<file path="config.mk">
export PLATFORM = sky130hd
export DESIGN_NAME = packet_tx
export DESIGN_NICKNAME = d
export VERILOG_FILES = /design/src/rtl/packet_tx.sv
export SDC_FILE = /design/constraint.sdc
export NUM_CORES = 1
export LEC_CHECK = 0
export CORE_ASPECT_RATIO = 0.7
export CORE_MARGIN = 2
export CORE_UTILIZATION = 55
export DETAILED_ROUTE_END_ITERATION = 8
export GPL_ROUTABILITY_DRIVEN = 1
export PLACE_DENSITY = 0.81
export SLEW_MARGIN = 10
export SYNTH_ARGS = -nofsm -noshare
export SYNTH_HDL_FRONTEND = slang
export SYNTH_SLANG_ARGS = --single-unit
</file>
<file path="constraint.sdc">
create_clock -name clk -period 3.4 [get_ports clk]
set_input_delay 0.68 -clock clk [delete_from_list [all_inputs] [get_ports clk]]
set_output_delay 0.68 -clock clk [all_outputs]
set_load 0.05 [all_outputs]
</file>
<file path="src/rtl/packet_tx.sv">
// packet_tx: outbound packet serializer. Latches the reward-block fields on a
// start pulse and emits a type-dependent sequence of words under a
// valid/ready handshake, closing with an XOR checksum of all prior words.
module packet_tx #(
    parameter int WORD_WIDTH = 16
) (
    input  logic                  clk,
    input  logic                  nrst,
    input  logic                  en,
    input  logic [2:0]            rPacketType,
    input  logic [WORD_WIDTH-1:0] rSourceID,
    input  logic [WORD_WIDTH-1:0] rDestinationID,
    input  logic [WORD_WIDTH-1:0] rSourceHops,
    input  logic [WORD_WIDTH-1:0] rQValue,
    input  logic [WORD_WIDTH-1:0] rEnergyLeft,
    input  logic [WORD_WIDTH-1:0] rChosenCH,
    input  logic [WORD_WIDTH-1:0] rHopsFromCH,
    input  logic                  tx_ready,
    output logic [WORD_WIDTH-1:0] tx_data,
    output logic                  tx_valid,
    output logic                  tx_busy,
    output logic                  tx_done,
    output logic                  tx_err
);

    typedef enum logic [1:0] {
        IDLE = 2'd0,
        SEND = 2'd1,
        DONE = 2'd2
    } stateT;

    stateT                 state, stateNext;
    logic [4:0]            idx, idxNext;
    logic [4:0]            lenReg, lenNext;
    logic [2:0]            typeReg;
    logic [WORD_WIDTH-1:0] csum, csumNext;
    logic [WORD_WIDTH-1:0] dataNext;
    logic                  validNext, doneNext, errNext, loadFields;
    logic [4:0]            nextSlot;
    logic [WORD_WIDTH-1:0] slotWord;
    logic [WORD_WIDTH-1:0] headerWord;

    logic [WORD_WIDTH-1:0] srcReg, destReg, srcHopsReg, qReg, energyReg;
    logic [WORD_WIDTH-1:0] chosenReg, hopsFromReg;

    // Total word count per packet type; 0 marks an unsupported type.
    function automatic logic [4:0] lenOf(input logic [2:0] t);
        case (t)
            3'd1:    lenOf = 5'd6;
            3'd2:    lenOf = 5'd8;
            3'd3:    lenOf = 5'd6;
            3'd4:    lenOf = 5'd7;
            3'd5:    lenOf = 5'd6;
            default: lenOf = 5'd0;
        endcase
    endfunction

    assign nextSlot = idx + 5'd1;

    // Header word built from the incoming type, since it is emitted before latching completes.
    always_comb begin
        headerWord = '0;
        headerWord[WORD_WIDTH-1 -: 8] = {rPacketType, lenOf(rPacketType)};
    end

    // Payload word for the slot following the current one, per latched type.
    always_comb begin
        slotWord = '0;
        case (typeReg)
            3'd1: case (nextSlot)
                5'd1:    slotWord = srcReg;
                5'd2:    slotWord = srcHopsReg;
                5'd3:    slotWord = qReg;
                5'd4:    slotWord = energyReg;
                default: slotWord = '0;
            endcase
            3'd2: case (nextSlot)
                5'd1:    slotWord = srcReg;
                5'd2:    slotWord = srcHopsReg;
                5'd3:    slotWord = qReg;
                5'd4:    slotWord = energyReg;
                5'd5:    slotWord = chosenReg;
                5'd6:    slotWord = hopsFromReg;
                default: slotWord = '0;
            endcase
            3'd3: case (nextSlot)
                5'd1:    slotWord = srcReg;
                5'd2:    slotWord = destReg;
                5'd3:    slotWord = chosenReg;
                5'd4:    slotWord = hopsFromReg;
                default: slotWord = '0;
            endcase
            3'd4: case (nextSlot)
                5'd1:    slotWord = srcReg;
                5'd2:    slotWord = destReg;
                5'd3:    slotWord = srcHopsReg;
                5'd4:    slotWord = qReg;
                5'd5:    slotWord = energyReg;
                default: slotWord = '0;
            endcase
            3'd5: case (nextSlot)
                5'd1:    slotWord = srcReg;
                5'd2:    slotWord = destReg;
                5'd3:    slotWord = qReg;
                5'd4:    slotWord = energyReg;
                default: slotWord = '0;
            endcase
            default: slotWord = '0;
        endcase
    end

    // Next-state and next-output logic; outputs are registered one cycle later.
    always_comb begin
        stateNext  = state;
        idxNext    = idx;
        lenNext    = lenReg;
        csumNext   = csum;
        dataNext   = tx_data;
        validNext  = tx_valid;
        doneNext   = 1'b0;
        errNext    = 1'b0;
        loadFields = 1'b0;
        case (state)
            IDLE: begin
                if (en) begin
                    if (lenOf(rPacketType) != 5'd0) begin
                        stateNext  = SEND;
                        loadFields = 1'b1;
                        idxNext    = '0;
                        lenNext    = lenOf(rPacketType);
                        csumNext   = '0;
                        dataNext   = headerWord;
                        validNext  = 1'b1;
                    end else begin
                        errNext = 1'b1;
                    end
                end
            end
            SEND: begin
                if (tx_valid && tx_ready) begin
                    csumNext = csum ^ tx_data;
                    if (idx == lenReg - 5'd1) begin
                        stateNext = DONE;
                        validNext = 1'b0;
                        dataNext  = '0;
                        doneNext  = 1'b1;
                    end else begin
                        idxNext  = nextSlot;
                        // The checksum slot takes the accumulator including the word just accepted.
                        dataNext = (nextSlot == lenReg - 5'd1) ? csumNext : slotWord;
                    end
                end
            end
            DONE: begin
                stateNext = IDLE;
            end
            default: begin
                stateNext = IDLE;
                validNext = 1'b0;
                dataNext  = '0;
            end
        endcase
    end

    // State, datapath and registered outputs; asynchronous abort on reset.
    always_ff @(posedge clk or negedge nrst) begin
        if (!nrst) begin
            state       <= IDLE;
            idx         <= '0;
            lenReg      <= '0;
            typeReg     <= '0;
            csum        <= '0;
            tx_data     <= '0;
            tx_valid    <= 1'b0;
            tx_busy     <= 1'b0;
            tx_done     <= 1'b0;
            tx_err      <= 1'b0;
            srcReg      <= '0;
            destReg     <= '0;
            srcHopsReg  <= '0;
            qReg        <= '0;
            energyReg   <= '0;
            chosenReg   <= '0;
            hopsFromReg <= '0;
        end else begin
            state    <= stateNext;
            idx      <= idxNext;
            lenReg   <= lenNext;
            csum     <= csumNext;
            tx_data  <= dataNext;
            tx_valid <= validNext;
            tx_busy  <= validNext;
            tx_done  <= doneNext;
            tx_err   <= errNext;
            if (loadFields) begin
                typeReg     <= rPacketType;
                srcReg      <= rSourceID;
                destReg     <= rDestinationID;
                srcHopsReg  <= rSourceHops;
                qReg        <= rQValue;
                energyReg   <= rEnergyLeft;
                chosenReg   <= rChosenCH;
                hopsFromReg <= rHopsFromCH;
            end
        end
    end

endmodule

</file>
# Word-level counts from Yosys, hierarchy flattened
# Cells that the tools add are included.
[word_totals]
regBits = 162
output_inout_bits = 20
wordCells = 99
[op_classes]
reduce_logical = 11
bitwise_logic = 2
eq_ne = 25
mux = 43
n_addsub = 2
[op_table]
columns = ["cell", "count"]
rows = [
  ["case mux 16 bit (4 select lines)", 3],
  ["case mux 16 bit (5 select lines)", 2],
  ["2-to-1 mux 16 bit", 8],
  ["case mux 16 bit (6 select lines)", 1],
  ["case mux 16 bit (3 select lines)", 1],
  ["case mux 16 bit (2 select lines)", 1],
  ["2-to-1 mux 5 bit", 6],
  ["bitwise XOR 16 bit", 1],
  ["equality test 5 x 3 -> 1 bit, second input constant", 3],
  ["2-to-1 mux 1 bit", 13],
  ["equality test 3 x 2 -> 1 bit, second input constant", 4],
  ["equality test 3 bit, second input constant", 4],
  ["case mux 4 bit (3 select lines)", 1],
  ["AND reduction 4 bit", 3],
  ["equality test 5 x 2 -> 1 bit, second input constant", 2],
  ["equality test 5 bit", 2],
  ["inequality test 2 bit, second input constant", 5],
  ["case mux 5 bit (2 select lines)", 1],
  ["AND reduction 5 bit", 2],
  ["2-to-1 mux 2 bit", 4],
  ["equality test 3 x 1 -> 1 bit, second input constant", 2],
  ["adder 5 x 1 -> 5 bit, second input constant", 1],
  ["equality test 5 x 1 -> 1 bit, second input constant", 1],
  ["nonzero test 5 bit", 1],
  ["11 further kinds", 11],
]

# Longest topological paths before layout
[depth]
word_depth = 9
depth_mapped = 14
ltp_nobuf = 10

# Worst setup path after synthesis
# OpenSTA, ideal clock, no wires.
[synth_timing]
path_kind = "flip-flop to flip-flop"
start = "register idx[0]"
end = "register tx_data[7]"
required_ps = 3276
n_path_buf = 4
arrival_time_ps = 2674
path_stages_with_launch = 15
slack_ps = 602
setup_time_ps = 124
period_less_slack_ps = 2798
path_cell_list = "dfrtp_1 > buf_4 > inv_1 > ha_1 > clkbuf_1 > or3_1 > buf_1 > nand2_1 > nor2_1 > a21oi_2 > buf_2 > o221ai_1 > o31ai_1 > nor2_1 > a211o_1"
[synth_between]
elab_chain_len = 8
elab_cells_between_ends = 19
classes_between = "1 x add/sub; 8 x eq/ne; 10 x mux"
[synth_rtl]
columns = ["item", "line_no", "source"]
rows = [
  ["from (decl)", "33", "logic [4:0] idx, idxNext;"],
  ["from (signal assigned)", "187", "idx <= idxNext;"],
  ["adder 5 x 1 -> 5 bit", "58", "assign nextSlot = idx + 5'd1;"],
  ["equality test 5 x 3 -> 1 bit (tied with other cells)", "77", "3'd2: case (nextSlot)"],
  ["case mux 16 bit (6 select lines) (tied with other cells)", "77", ""],
  ["case mux 16 bit (5 select lines)", "69", "case (typeReg)"],
  ["2-to-1 mux 16 bit", "150", "dataNext = (nextSlot == lenReg - 5'd1) ? csumNext : slotWord;"],
  ["2-to-1 mux 16 bit *", "142", "if (idx == lenReg - 5'd1) begin"],
  ["2-to-1 mux 16 bit *", "140", "if (tx_valid && tx_ready) begin"],
  ["case mux 16 bit (3 select lines) *", "123", "case (state)"],
  ["to (signal assigned)", "190", "tx_data <= dataNext;"],
  ["to (decl)", "19", "output logic [WORD_WIDTH-1:0] tx_data,"],
]
# Every way passes the cells marked *; elsewhere a longest branch is shown, timed or not. The select of a mux whose other input is x is not followed.
# A chain may end at the register's enable or synchronous reset.

# Worst setup path after layout
[layout_timing]
start = "register idx[0]"
end = "register tx_data[11]"
# Same word-level chain as after synthesis.

==> metrics.yaml <==
synthesis:
  yosys.area_share.simple_pct: 26.52
  ys_types: 64
  synth_cells: 1176
  synth_xor_area_share_pct: 1.533
  yosysWarnings: 0
  synth_compound_area_share_pct: 22.39
  ys_seq_area_share_pct: 43.79
  synth-main-ff-cell: "dfrtp_1"
  ys_ff_latch: 160
  synth_top_family_by_area: "simple AND/OR/NAND/NOR gates"
  synthAdderAreaFrac_pct: 0.9579
  synth_edf_count: 0
  netlist_area_sq_um: 9144
  synth_mux_area_share_pct: 0.2326
  async_flop_share_pct: 100.0
  synth_nets: 1302
  avgSynthCellArea_sq_um: 7.775
clock_network:
  clock-sinks: 160
  cts_tree: "built"
  clk_path_buf_depth: 2
  worstSkewPairLatency_ns: 0.44
  cts_root_buffer: "clkbuf_16"
  htreeDepth: 4
  clk_pin_slew_ns: 0.07
  cts_buffers: 17
  holdBufCountCts: 0
drt:
  vias: 9444
  drc_errors: 3
  drtIter0Drc: 1266
  viasPerCell: 6.144
  ant_nets: 0
  drt_wl_total_microns: 29110
  routedWlPerCell_microns: 18.94
  firstDrtPassIters: 9
pwr:
  power.leakage_nw: 5.290
  vdd_drop_max_mv: 0.4043
  p_per_area_nw_per_um2: 938.6
critical_path:
  reg2reg_setup_slack_ns: 0.21
  required_ns: 3.72
  cp-end-kind: "flop"
  reg2reg_from: "idx[0]"
  worst_r2r_path_depth: 10
  crit_arrival_ns: 3.50
  r2r_end: "tx_data[11]"
  cp-startpoint: "idx[0]"
  crit_path_start_kind: "flop"
  crit_chain: "ha_2, and2b_4, a211oi_4, nor3_2, a32oi_2, buf_4, a31oi_1, nor4_1, a221o_1, nand2_1"
  crit_path_max_fanout: 8
  cpMaxStageDelayCell: "nor4_1"
  endpoint: "tx_data[11]"
  max_stage_delay_ns: 0.50
  criticalPathCategory: "reg2reg"
die:
  rows: 39
  core_area_sq_um: 16300
  die_h_microns: 111.9
  ioPinCount: 139
  die_w_microns: 158.1
  dieArea_sq_um: 17690
  start_util_pct: 56.10
job:
  cap_violations: 0
timing:
  finalHoldViolCount: 0
  final.min_clock_period_ns: 3.187
  tightest_slew_ns: 1.018
  finalCritPeriodShare_pct: 93.75
  slew_headroom_pct: 32.15
  fmax_mhz: 313.7
  slew_violations: 0
  grt_setup_unrepaired: "no"
  setup_viol_count_final: 0
  timing.hold.ws_ns: 0.2318
  finalClockSkew_ns: 0.009277
grt:
  grt_pass1_vias: 9042
  grt.total_usage_pct: 34.08
  grt_pass1_wl_microns: 47040
  gr-total-overflow: 0
  antenna_found_initial: 0
  grt_max_degree: 68
run_status:
  status: "finished with violations"
  failed_checks: "design-rule violations"
cells_and_area:
  area_delta_synth_final_pct: 26.56
  instances_no_fill: 1537
  antenna_cells: 0
  drive_above_1_share_pct: 8.155
  layout.nets: 1425
place:
  placed_cells: 1497
  routabilityCongestion: 0.9533
  dp_hpwl_microns: 20660
  portBuffers: 138
hold_path:
  min_path_type: "in2async"
power breakdown:
group / internal, mW / switching [mW]
Combinational: 1.92 / 3.22
Sequential: 2.78 / 1.04
Clock: 0.987 / 0.921
cells by family after synthesis:
group / count (synthesis)
compound gates: 294
flops: 160
simple gates: 600
buf+inv: 97
mux: 2
xor+xnor: 16
fa+ha+maj: 7
metrics by stage:
| stage | utilization (%) | setup TNS [ns] | cell area, sq um | worst slack, ns | total power [mW] |
|---|---|---|---|---|---|
| finish | 71.00 | 0 | 11570 | 0.2126 | 10.86 |
| floorplan | - | 0 | 9144 | 0.6023 | 6.805 |
| CTS | 70.18 | 0 | 11440 | 0.02639 | 10.53 |
| detailed placement | 66.53 | -0.1581 | 10840 | -0.1581 | 8.579 |
| global placement | 66.53 | -0.02272 | 10840 | -0.02272 | 8.439 |
| global route | 71.00 | 0 | 11570 | 0.01250 | 11.50 |
sequential cells by signal, indices dropped and copies added (netlist names):
register	cells
destReg	16
tx_data	16
chosenReg	16
lenReg	3
hopsFromReg	16
idx	5
typeReg	3
srcHopsReg	16
state	2
tx_err	1
tx_done	1
qReg	16
energyReg	16
tx_busy	1
csum	16
srcReg	16
cell type report:
| type | count | area (sq um) |
|---|---|---|
| Multi-Input combinational cell | 920 | 4843 |
| Fill cell | 1347 | 4726 |
| Sequential cell | 160 | 4004 |
| Timing Repair Buffer | 181 | 1784 |
| Clock buffer | 17 | 425.4 |
| Tap cell | 225 | 281.5 |
| Clock inverter | 15 | 162.7 |
| Inverter | 19 | 71.32 |
worst min path at each step:
stage               start       endpoint  cells past startpoint
2_1_floorplan        nrst   chosenReg[0]                      0
3_3_place_gp    srcReg[4]      srcReg[4]                      2
3_5_place_dp   destReg[6]     destReg[6]                      2
4_1_cts              nrst    destReg[11]                      1
5_1_grt              nrst  chosenReg[15]                      1
6_report             nrst      srcReg[7]                      1
cell usage after synthesis, types with 3 or more instances:
| master | number | area share (%) |
|---|---|---|
| a211o_1 | 9 | 0.86 |
| a21o_1 | 9 | 0.74 |
| a21oi_1 | 67 | 3.7 |
| a221o_1 | 5 | 0.55 |
| a221oi_1 | 4 | 0.38 |
| a222oi_1 | 13 | 1.4 |
| a22o_1 | 6 | 0.57 |
| a22oi_1 | 63 | 5.2 |
| a31oi_1 | 12 | 0.82 |
| a32oi_1 | 4 | 0.38 |
| and2_1 | 4 | 0.27 |
| and3_1 | 3 | 0.21 |
| buf_1 | 7 | 0.29 |
| buf_2 | 20 | 1.1 |
| buf_4 | 6 | 0.49 |
| clkbuf_1 | 44 | 1.8 |
| dfrtp_1 | 160 | 44 |
| ha_1 | 7 | 0.96 |
| inv_1 | 19 | 0.78 |
| nand2_1 | 482 | 20 |
| nand2b_1 | 8 | 0.55 |
| nand3_1 | 15 | 0.82 |
| nand4_1 | 3 | 0.21 |
| nor2_1 | 50 | 2.1 |
| nor2b_1 | 7 | 0.48 |
| nor3_1 | 7 | 0.38 |
| nor4_1 | 9 | 0.62 |
| o211ai_1 | 8 | 0.66 |
| o21ai_0 | 54 | 3.0 |
| o221ai_1 | 3 | 0.29 |
| o22ai_1 | 5 | 0.34 |
| o31ai_1 | 6 | 0.49 |
| o41ai_1 | 5 | 0.48 |
| or3_1 | 5 | 0.34 |
| xnor2_1 | 12 | 1.1 |
| xor2_1 | 4 | 0.38 |
routing by layer:
layer	global-route usage (%)	up-vias	wire length (microns)
met3	6.189	90	3067
li1	-	4300	-
met1	50.09	4444	12390
met5	0	-	0
met4	12.31	0	916
met2	50.72	610	12740
timing repair:
action / 4_1_cts / 5_1_grt
gates cloned: 0 / 1
pin swaps: 0 / 3
setup buffers: 0 / 7
setup endpoints to repair: 1 / 12
gates resized for setup: 1 / 13
hold endpoints to repair: 0 / 0
cells in the final DEF, fill, tap and decap left out, drive strengths merged, types with 4 or more instances in the layout:
cell type and count:
nand2 483, dfrtp 160, clkdlybuf4s50 137, a21oi 70, a22oi 63, o21ai 55, nor2 50, buf 44
inv 29, clkbuf 17, nand3 15, a222oi 13, a31oi 13, xnor2 12, a211o 9, a21o 9
nor4 9, nand2b 8, o211ai 8, nor2b 7, o31ai 7, nor3 7, ha 7, a22o 6
o22ai 6, a32oi 6, a221o 5, or3 5, o41ai 5, a221oi 4, xor2 4, and2 4
clkinv 4, a211oi 4
worst max-delay path: cells and delay by family, from the launching register on:
family | cells | cell delay, ns
simple gates | 4 | 0.97
compound gates | 4 | 1.15
fa+ha+maj | 1 | 0.29
flops | 1 | 0.45
buf+inv | 1 | 0.20
No activity file was read; power rests on OpenSTA's default activity.
